File: config.mk
export PLATFORM = sky130hd
export DESIGN_NAME = core_host_driver_flat
export DESIGN_NICKNAME = d
export VERILOG_FILES = /design/src/rtl/core_host_if.sv /design/src/rtl/core_host_driver.sv /design/src/flat_wrapper.sv
export SDC_FILE = /design/constraint.sdc
export NUM_CORES = 1
export LEC_CHECK = 0
export BUFFER_PORTS_ARGS = -buffer_cell sky130_fd_sc_hd__buf_2
export CORE_MARGIN = 2
export CORE_UTILIZATION = 50
export DETAILED_ROUTE_END_ITERATION = 8
export GPL_ROUTABILITY_DRIVEN = 0
export PLACE_DENSITY = 0.86
export SLEW_MARGIN = 10
export SYNTH_ARGS = -nofsm -noshare
export SYNTH_HDL_FRONTEND = slang
export SYNTH_SLANG_ARGS = --single-unit
File: constraint.sdc
create_clock -name clk -period 3 [get_ports clk]
set_clock_uncertainty 0.1 [all_clocks]
set_input_delay 0.45 -clock clk [delete_from_list [all_inputs] [get_ports clk]]
set_output_delay 0.45 -clock clk [all_outputs]
set_load 0.03 [all_outputs]
File: src/rtl/core_host_if.sv
`default_nettype none
// ============================================================================
// Module      : core_host_if
// Description : Program-beat stream plus register-interface words between the
//               host driver and the compute core.
// Revision    : 1.0 - initial release
// ============================================================================
interface core_host_if;
    logic        prog_valid;
    logic [43:0] prog_data;
    logic        prog_last;
    logic        prog_ready;
    logic [31:0] control_low_word;
    logic [31:0] control_high_word;
    logic [31:0] dina_ext_low_word;
    logic [31:0] dina_ext_high_word;
    logic [31:0] status;

    modport master (
        input  prog_valid, prog_data, prog_last, status,
        output prog_ready, control_low_word, control_high_word,
               dina_ext_low_word, dina_ext_high_word
    );

    modport slave (
        output prog_valid, prog_data, prog_last, status,
        input  prog_ready, control_low_word, control_high_word,
               dina_ext_low_word, dina_ext_high_word
    );
endinterface
`default_nettype wire

File: src/rtl/core_host_driver.sv
`default_nettype none
// ============================================================================
// Module      : core_host_driver
// Description : Resets the core, loads up to 16 instruction words, starts the
//               run and waits for done_all or a timeout.
// Revision    : 1.0 - initial release
// ============================================================================
module core_host_driver #(
    parameter int RST_CYCLES = 4,
    parameter int TIMEOUT    = 1048576
) (
    input  wire logic        clk,
    input  wire logic        rst,
    input  wire logic        run_req,
    input  wire logic [1:0]  n_expand,
    core_host_if.master      bus,
    output logic             busy,
    output logic             done,
    output logic             error,
    output logic [29:0]      cycles
);
    localparam logic [2:0] S_IDLE  = 3'd0;
    localparam logic [2:0] S_RSTC  = 3'd1;
    localparam logic [2:0] S_LOAD  = 3'd2;
    localparam logic [2:0] S_WRITE = 3'd3;
    localparam logic [2:0] S_START = 3'd4;
    localparam logic [2:0] S_LAT   = 3'd5;
    localparam logic [2:0] S_WAIT  = 3'd6;
    localparam logic [2:0] S_FIN   = 3'd7;

    localparam logic [23:0] c_rst_last = 24'(RST_CYCLES - 1);
    localparam logic [23:0] c_tmo_last = 24'(TIMEOUT - 1);
    localparam logic [23:0] c_lat_last = 24'd1;

    logic [2:0]  r_state, w_state_nxt;
    logic [23:0] r_cnt;
    logic [3:0]  r_addr;
    logic [43:0] r_data;
    logic        r_last;
    logic [1:0]  r_nexp;
    logic        r_ready, r_wea, r_isa, r_core_rst, r_start;
    logic        r_busy, r_done, r_error;
    logic [29:0] r_cycles;
    logic        w_accept, w_err_set, w_count;
    logic        w_unused_status;

    assign w_unused_status = bus.status[1];

    always_comb begin
        w_state_nxt = r_state;
        w_accept    = 1'b0;
        w_err_set   = 1'b0;
        case (r_state)
            S_IDLE:  if (run_req) w_state_nxt = S_RSTC;
            S_RSTC:  if (r_cnt == c_rst_last) w_state_nxt = S_LOAD;
            S_LOAD: begin
                if (bus.prog_valid) begin
                    w_accept    = 1'b1;
                    w_state_nxt = S_WRITE;
                end
            end
            S_WRITE: begin
                if (r_last) begin
                    w_state_nxt = S_START;
                end else if (r_addr == 4'hF) begin
                    // program does not fit: written, but never started
                    w_state_nxt = S_FIN;
                    w_err_set   = 1'b1;
                end else begin
                    w_state_nxt = S_LOAD;
                end
            end
            S_START: w_state_nxt = S_LAT;
            S_LAT:   if (r_cnt == c_lat_last) w_state_nxt = S_WAIT;
            S_WAIT: begin
                if (bus.status[0]) begin
                    w_state_nxt = S_FIN;
                end else if (r_cnt == c_tmo_last) begin
                    w_state_nxt = S_FIN;
                    w_err_set   = 1'b1;
                end
            end
            S_FIN:   w_state_nxt = S_IDLE;
            default: w_state_nxt = S_IDLE;
        endcase
    end

    // one counter serves reset hold, status latency and timeout
    assign w_count = (w_state_nxt == r_state) &&
                     (r_state == S_RSTC || r_state == S_LAT || r_state == S_WAIT);

    always_ff @(posedge clk) begin
        if (rst) begin
            r_state    <= S_IDLE;
            r_cnt      <= '0;
            r_addr     <= '0;
            r_data     <= '0;
            r_last     <= 1'b0;
            r_nexp     <= '0;
            r_ready    <= 1'b0;
            r_wea      <= 1'b0;
            r_isa      <= 1'b0;
            r_core_rst <= 1'b0;
            r_start    <= 1'b0;
            r_busy     <= 1'b0;
            r_done     <= 1'b0;
            r_error    <= 1'b0;
            r_cycles   <= '0;
        end else begin
            r_state <= w_state_nxt;
            r_cnt   <= w_count ? r_cnt + 24'd1 : '0;
            if (r_state == S_IDLE && run_req) begin
                r_error <= 1'b0;
                r_nexp  <= n_expand;
                r_addr  <= '0;
            end
            if (w_accept) begin
                r_data <= bus.prog_data;
                r_last <= bus.prog_last;
            end
            if (r_state == S_WRITE && w_state_nxt == S_LOAD) r_addr <= r_addr + 4'd1;
            if (w_err_set) r_error <= 1'b1;
            if (r_state == S_WAIT && bus.status[0]) r_cycles <= bus.status[31:2];
            r_busy     <= (w_state_nxt != S_IDLE);
            r_done     <= (w_state_nxt == S_FIN);
            r_ready    <= (w_state_nxt == S_LOAD);
            r_wea      <= (w_state_nxt == S_WRITE);
            r_isa      <= (w_state_nxt == S_LOAD) || (w_state_nxt == S_WRITE);
            r_core_rst <= (w_state_nxt == S_RSTC);
            r_start    <= (w_state_nxt == S_START);
        end
    end

    assign bus.prog_ready         = r_ready;
    assign bus.control_low_word   = {3'b000, r_nexp, 8'h00, 1'b0, r_isa, r_wea, 12'h000, r_addr};
    assign bus.control_high_word  = {30'd0, r_start, r_core_rst};
    assign bus.dina_ext_low_word  = r_data[31:0];
    assign bus.dina_ext_high_word = {20'd0, r_data[43:32]};

    assign busy   = r_busy;
    assign done   = r_done;
    assign error  = r_error;
    assign cycles = r_cycles;
endmodule
`default_nettype wire

File: src/flat_wrapper.sv
// flat-port wrapper written by rule: the top's interface ports become plain ports
module core_host_driver_flat 
#(
    parameter int RST_CYCLES = 4,
    parameter int TIMEOUT    = 1048576
)
  (clk, rst, run_req, n_expand, busy, done, error, cycles, bus_prog_valid, bus_prog_data, bus_prog_last, bus_status, bus_prog_ready, bus_control_low_word, bus_control_high_word, bus_dina_ext_low_word, bus_dina_ext_high_word);
  core_host_if bus_i ();
  input  wire logic clk;
  input  wire logic rst;
  input  wire logic run_req;
  input  wire logic [1:0] n_expand;
  output logic busy;
  output logic done;
  output logic error;
  output logic [29:0] cycles;
  input wire logic [$bits(bus_i.prog_valid)-1:0] bus_prog_valid;
  input wire logic [$bits(bus_i.prog_data)-1:0] bus_prog_data;
  input wire logic [$bits(bus_i.prog_last)-1:0] bus_prog_last;
  input wire logic [$bits(bus_i.status)-1:0] bus_status;
  output wire logic [$bits(bus_i.prog_ready)-1:0] bus_prog_ready;
  output wire logic [$bits(bus_i.control_low_word)-1:0] bus_control_low_word;
  output wire logic [$bits(bus_i.control_high_word)-1:0] bus_control_high_word;
  output wire logic [$bits(bus_i.dina_ext_low_word)-1:0] bus_dina_ext_low_word;
  output wire logic [$bits(bus_i.dina_ext_high_word)-1:0] bus_dina_ext_high_word;
  assign bus_i.prog_valid = bus_prog_valid;
  assign bus_i.prog_data = bus_prog_data;
  assign bus_i.prog_last = bus_prog_last;
  assign bus_i.status = bus_status;
  assign bus_prog_ready = bus_i.prog_ready;
  assign bus_control_low_word = bus_i.control_low_word;
  assign bus_control_high_word = bus_i.control_high_word;
  assign bus_dina_ext_low_word = bus_i.dina_ext_low_word;
  assign bus_dina_ext_high_word = bus_i.dina_ext_high_word;
  core_host_driver #(.RST_CYCLES(RST_CYCLES), .TIMEOUT(TIMEOUT)) u_core (.clk(clk), .rst(rst), .run_req(run_req), .n_expand(n_expand), .bus(bus_i), .busy(busy), .done(done), .error(error), .cycles(cycles));
endmodule
; Word-level counts from Yosys, hierarchy flattened
; Cells that the tools add are included.
[classes]
add_sub_neg = 2
eq_ne = 17
n_mux = 20
bitwise = 1
reduce_logical = 12
[ops]
columns = op, count
row1 = "24-bit by 1-bit adder with 24-bit output, second input constant", 1
row2 = "24-bit by 1-bit == test with 1-bit output, second input constant", 1
row3 = "24-bit by 2-bit == test with 1-bit output, second input constant", 1
row4 = "24-bit by 20-bit == test with 1-bit output, second input constant", 1
row5 = 3-bit 2-to-1 mux, 8
row6 = 3-bit one-hot mux with 8 select lines, 1
row7 = "3-bit == test, second input constant", 6
row8 = "3-bit by 2-bit == test with 1-bit output, second input constant", 4
row9 = 1-bit 2-to-1 mux, 8
row10 = 4-bit 2-to-1 mux, 2
row11 = "3-bit by 1-bit == test with 1-bit output, second input constant", 2
row12 = "4-bit by 1-bit adder with 4-bit output, second input constant", 1
row13 = "4-bit == test, second input constant", 1
row14 = 1-bit logical AND, 4
row15 = 2-bit nonzero test, 2
row16 = 3-bit == test, 1
row17 = 3-bit logical NOT, 1
row18 = 1-bit logical OR, 3
row19 = 3-bit nonzero test, 1
row20 = 1-bit one-hot mux with 2 select lines, 1
row21 = 2-bit OR reduction, 1
row22 = 1-bit NOT, 1
[totals]
register_bits = 116
in_bits = 83
out_inout_bits = 162
word_cells = 67

; Logic depth before layout (Yosys ltp)
[logic_depth]
depth_word = 8
mapped_depth = 8
depth_no_buf = 6

; Worst setup path after synthesis
; OpenSTA, ideal clock, no wires.
[synth_path]
path_type = register -> register
startpoint = reg u_core.r_cnt[0]
endpoint = reg u_core.r_cnt[15]
setup_time_ns = 0.115
arrival_time_ns = 1.725
required_ns = 2.785
path_slack_ns = 1.060
stages_incl_launch_ff = 8
period_less_slack_ns = 1.940
cell_sequence = dfxtp_1 > ha_1 > nand3_1 > nor4_4 > nand4_1 > nand3_2 > buf_6 > nor2_2
[synth_between]
elab_chain_cells = 8
elab_cells_between_ends = 13
cone_classes = add/sub (1) / eq/ne (4) / mux (5) / bitwise (1) / reduce/logical (2)
[synth_lines]
columns = item, line
row1 = start: declaration, core_host_driver.sv:36  ; logic [23:0] r_cnt;
row2 = start signal: assignment, core_host_driver.sv:111  ; r_cnt <= w_count ? r_cnt + 24'd1 : '0;
row3 = 24-bit by 20-bit == test with 1-bit output, core_host_driver.sv:78  ; end else if (r_cnt == c_tmo_last) begin
row4 = 3-bit 2-to-1 mux, core_host_driver.sv:78
row5 = 3-bit 2-to-1 mux, core_host_driver.sv:76  ; if (bus.status[0]) begin
row6 = 3-bit one-hot mux with 8 select lines, core_host_driver.sv:53  ; case (r_state)
row7 = 3-bit == test, core_host_driver.sv:89  ; assign w_count = (w_state_nxt == r_state) &&
row8 = 1-bit logical AND, core_host_driver.sv:89
row9 = 1-bit NOT (no line), -
row10 = 2-bit OR reduction (no line), -
; Several ways; a longest one is shown, not always the timed one.
; A chain may end at the register's enable or synchronous reset.

; Worst setup path in the final report
[layout_path]
startpoint = reg u_core.r_cnt[0]
endpoint = reg u_core.r_cnt[4]
; The elaborated chain is that of the path after synthesis.

==> flow_metrics.env <==
export IMPL_outcome="finished, final reports clean"
export IMPL_ff2ff_path_depth=6
export IMPL_cts_made_buffers=17
export IMPL_hold_depth=3
export IMPL_postSynthAreaPerCell_sq_um=8.200
export IMPL_crit_path_start_kind="register"
export IMPL_finalHoldViolCount=0
export IMPL_rows=36
export IMPL_ant_nets=0
export IMPL_synth_xor_area_share_pct=3.827
export IMPL_total_power_mw=3.816
export IMPL_first_global_vias=3870
export IMPL_post_dp_hpwl_mm=7.878
export IMPL_holdPathEnd="u_core.r_data[10]"
export IMPL_die_w_microns=104.3
export IMPL_hold_slack_ns=0.08177
export IMPL_drtPass1Iterations=4
export IMPL_dieArea_sq_um=10890
export IMPL_grt_util_all_layers_pct=20.70
export IMPL_antenna_found_initial=0
export IMPL_dp_cells=883
export IMPL_synth_top_family_by_area="simple AND/OR/NAND/NOR gates"
export IMPL_rsz0062_at_grt="no"
export IMPL_wl_per_cell_microns=12.37
export IMPL_insertion_delay_ns=0.50
export IMPL_ys_top_cells_by_area="dfxtp_1 46%, nand2_1 12%, buf_4 12%"
export IMPL_vias_per_cell=4.630
export IMPL_slew_headroom_pct=40.14
export IMPL_final_cells=915
export IMPL_worst_r2r_setup_slack_ns=0.56
export IMPL_ys_flop_type="dfxtp_1"
export IMPL_holdBufCountCts=0
export IMPL_port_buffers=169
export IMPL_synthCells=614
export IMPL_cap_violations=0
export IMPL_worst_pin_slew_ns=0.8978
export IMPL_ys_warn_count=0
export IMPL_grt_pass1_wl_mm=18.35
export IMPL_path_max_fanout=24
export IMPL_power_density_nw_per_um2=613.7
export IMPL_synth_edf_count=0
export IMPL_clkTransAtPathRegs_ns=0.06
export IMPL_start_util_pct=51.51
export IMPL_ir_worst_vdd_mv=0.5552
export IMPL_ys_seq_area_share_pct=46.12
export IMPL_worst_slack_ns=0.5553
export IMPL_period_minus_slack_ns=2.445
export IMPL_min_from="bus_prog_data[10]"
export IMPL_ys_ff_latch=116
export IMPL_r2r_end="u_core.r_cnt[4]"
export IMPL_synth_compound_area_share_pct=9.692
export IMPL_cp_arrival_ns=2.70
export IMPL_cts_tree="built"
export IMPL_final_core_util_pct=63.62
export IMPL_setup_viol=0
export IMPL_placed_area_sq_um=5615
export IMPL_synth_top_area_share_pct=46.12
export IMPL_core_sq_um=9774
export IMPL_syn2layout_area_growth_pct=23.51
export IMPL_num_antenna_cells=0
export IMPL_detailedPlace_worstSlack_ns=0.5935
export IMPL_async_flop_share_pct=0
export IMPL_overflow=0
export IMPL_cts_setup_buffers=0
export IMPL_htreeDepth=4
export IMPL_syn_area_sq_um=5035
export IMPL_design_area_sq_um=6218
export IMPL_synth_mux_area_share_pct=0.3976
export IMPL_synth_simple_area_share_pct=24.08
export IMPL_die_h_microns=104.3
export IMPL_p_leak_nw=2.752
export IMPL_rr_startpoint="u_core.r_cnt[0]"
export IMPL_worstPathRequired_ns=3.26
export IMPL_wirelength_mm=11.32
export IMPL_vias=4236
export IMPL_final_common_cell="buf_2"
export IMPL_clock_sinks=116
export IMPL_drive_gt1_share_pct=28.39
export IMPL_hp_class="input pin to register"
export IMPL_yosysUniqueCellTypes=40
export IMPL_initialDrtViolationCount=211
export IMPL_ios=245
export IMPL_grt_max_degree=88
export IMPL_synth_top_area_cell="dfxtp_1"
export IMPL_crit_path_end_kind="register"
export IMPL_nNetsFinal=855
export IMPL_tns_ns=0
export IMPL_remaining_drc_errors=0
export IMPL_cts_resized=0
export IMPL_clock_fmax_mhz=409.0
export IMPL_clockRootBuffer="clkbuf_8"
export IMPL_drv_slew=0
export IMPL_period_share_pct=81.49
export IMPL_criticalPathCategory="register to register"
export IMPL_clk_path_buf_depth=2
export IMPL_synth_fa_ha_area_share_pct=0.7455
export IMPL_final_cell_mix="169 x buf_2, 166 x nand2_1, 116 x dfxtp_1, 82 x a21oi_1, 74 x conb_1"
[report_power, final]
part | internal (mW) | switching [mW]
Sequential | 1.55 | 0.00546
Combinational | 0.0518 | 0.188
Clock | 1.30 | 0.726
Total | 2.90 | 0.920
[layout make-up]
type                            instances  area [sq um]
Fill cell                             885          3556
Sequential cell                       116          2322
Multi-Input combinational cell        456          2228
Timing Repair Buffer                  174         883.3
Clock buffer                           18         427.9
Clock inverter                         14         175.2
Tap cell                              133         166.4
Inverter                                4         15.01
[cells in the mapped netlist, drive strengths merged (3+ instances only)]
cell / number
nor2: 36
nor4: 11
xnor2: 8
buf: 88
and4: 5
xor2: 14
and3b: 4
nand4: 9
and3: 3
nand2: 166
inv: 4
clkbuf: 23
nor3: 6
nand3: 15
ha: 3
a21oi: 82
dfxtp: 116
[worst max-delay path by stage]
stage / slack, ns / start / to / cells after the start
floorplan: 1.06 / u_core.r_cnt[0] / u_core.r_cnt[15] / 7
global placement: 0.66 / u_core.r_cnt[0] / u_core.r_cnt[23] / 6
detailed placement: 0.59 / u_core.r_cnt[0] / u_core.r_cnt[8] / 6
CTS: 0.54 / u_core.r_cnt[0] / u_core.r_cnt[8] / 6
global route: 0.35 / u_core.r_cnt[0] / u_core.r_cnt[10] / 6
finish: 0.56 / u_core.r_cnt[0] / u_core.r_cnt[4] / 6
[cell families (layout without fill, tap and decap cells)]
group,after synthesis,after routing
XOR/XNOR,22,22
adder cells (fa/ha/maj),3,3
flip-flops,116,116
AND/OR/NAND/NOR,262,262
multiplexers,2,2
buffers and inverters,115,210
other,1,74
AO/OA/AOI/OAI,93,93
[sequential cells by signal, indices dropped and copies added (netlist names)]
signal / count
u_core.r_data: 44
u_core.cycles: 30
u_core.r_cnt: 24
u_core.r_addr: 4
u_core.r_state: 3
u_core.r_nexp: 2
u_core.bus.prog_ready: 1
u_core.busy: 1
u_core.done: 1
u_core.error: 1
u_core.r_core_rst: 1
u_core.r_isa: 1
u_core.r_last: 1
u_core.r_start: 1
u_core.r_wea: 1
[critical path, cell delays in order, from the launching register on]
cell and delay, ns:
dfxtp_1 0.43, ha_1 0.26, nand3_1 0.22, nor4_4 0.43, nand4_1 0.26, nand3_2 0.49, nor2_1 0.11
[metal layers]
layer | vias up | track usage (%) | wire length [microns]
li1 | 2175 | - | -
met1 | 1919 | 24.26 | 4556
met2 | 134 | 37.11 | 5994
met3 | 8 | 5.201 | 688
met4 | 0 | 6.081 | 76
met5 | - | 0 | 0
(Power assumes the default switching activity.)
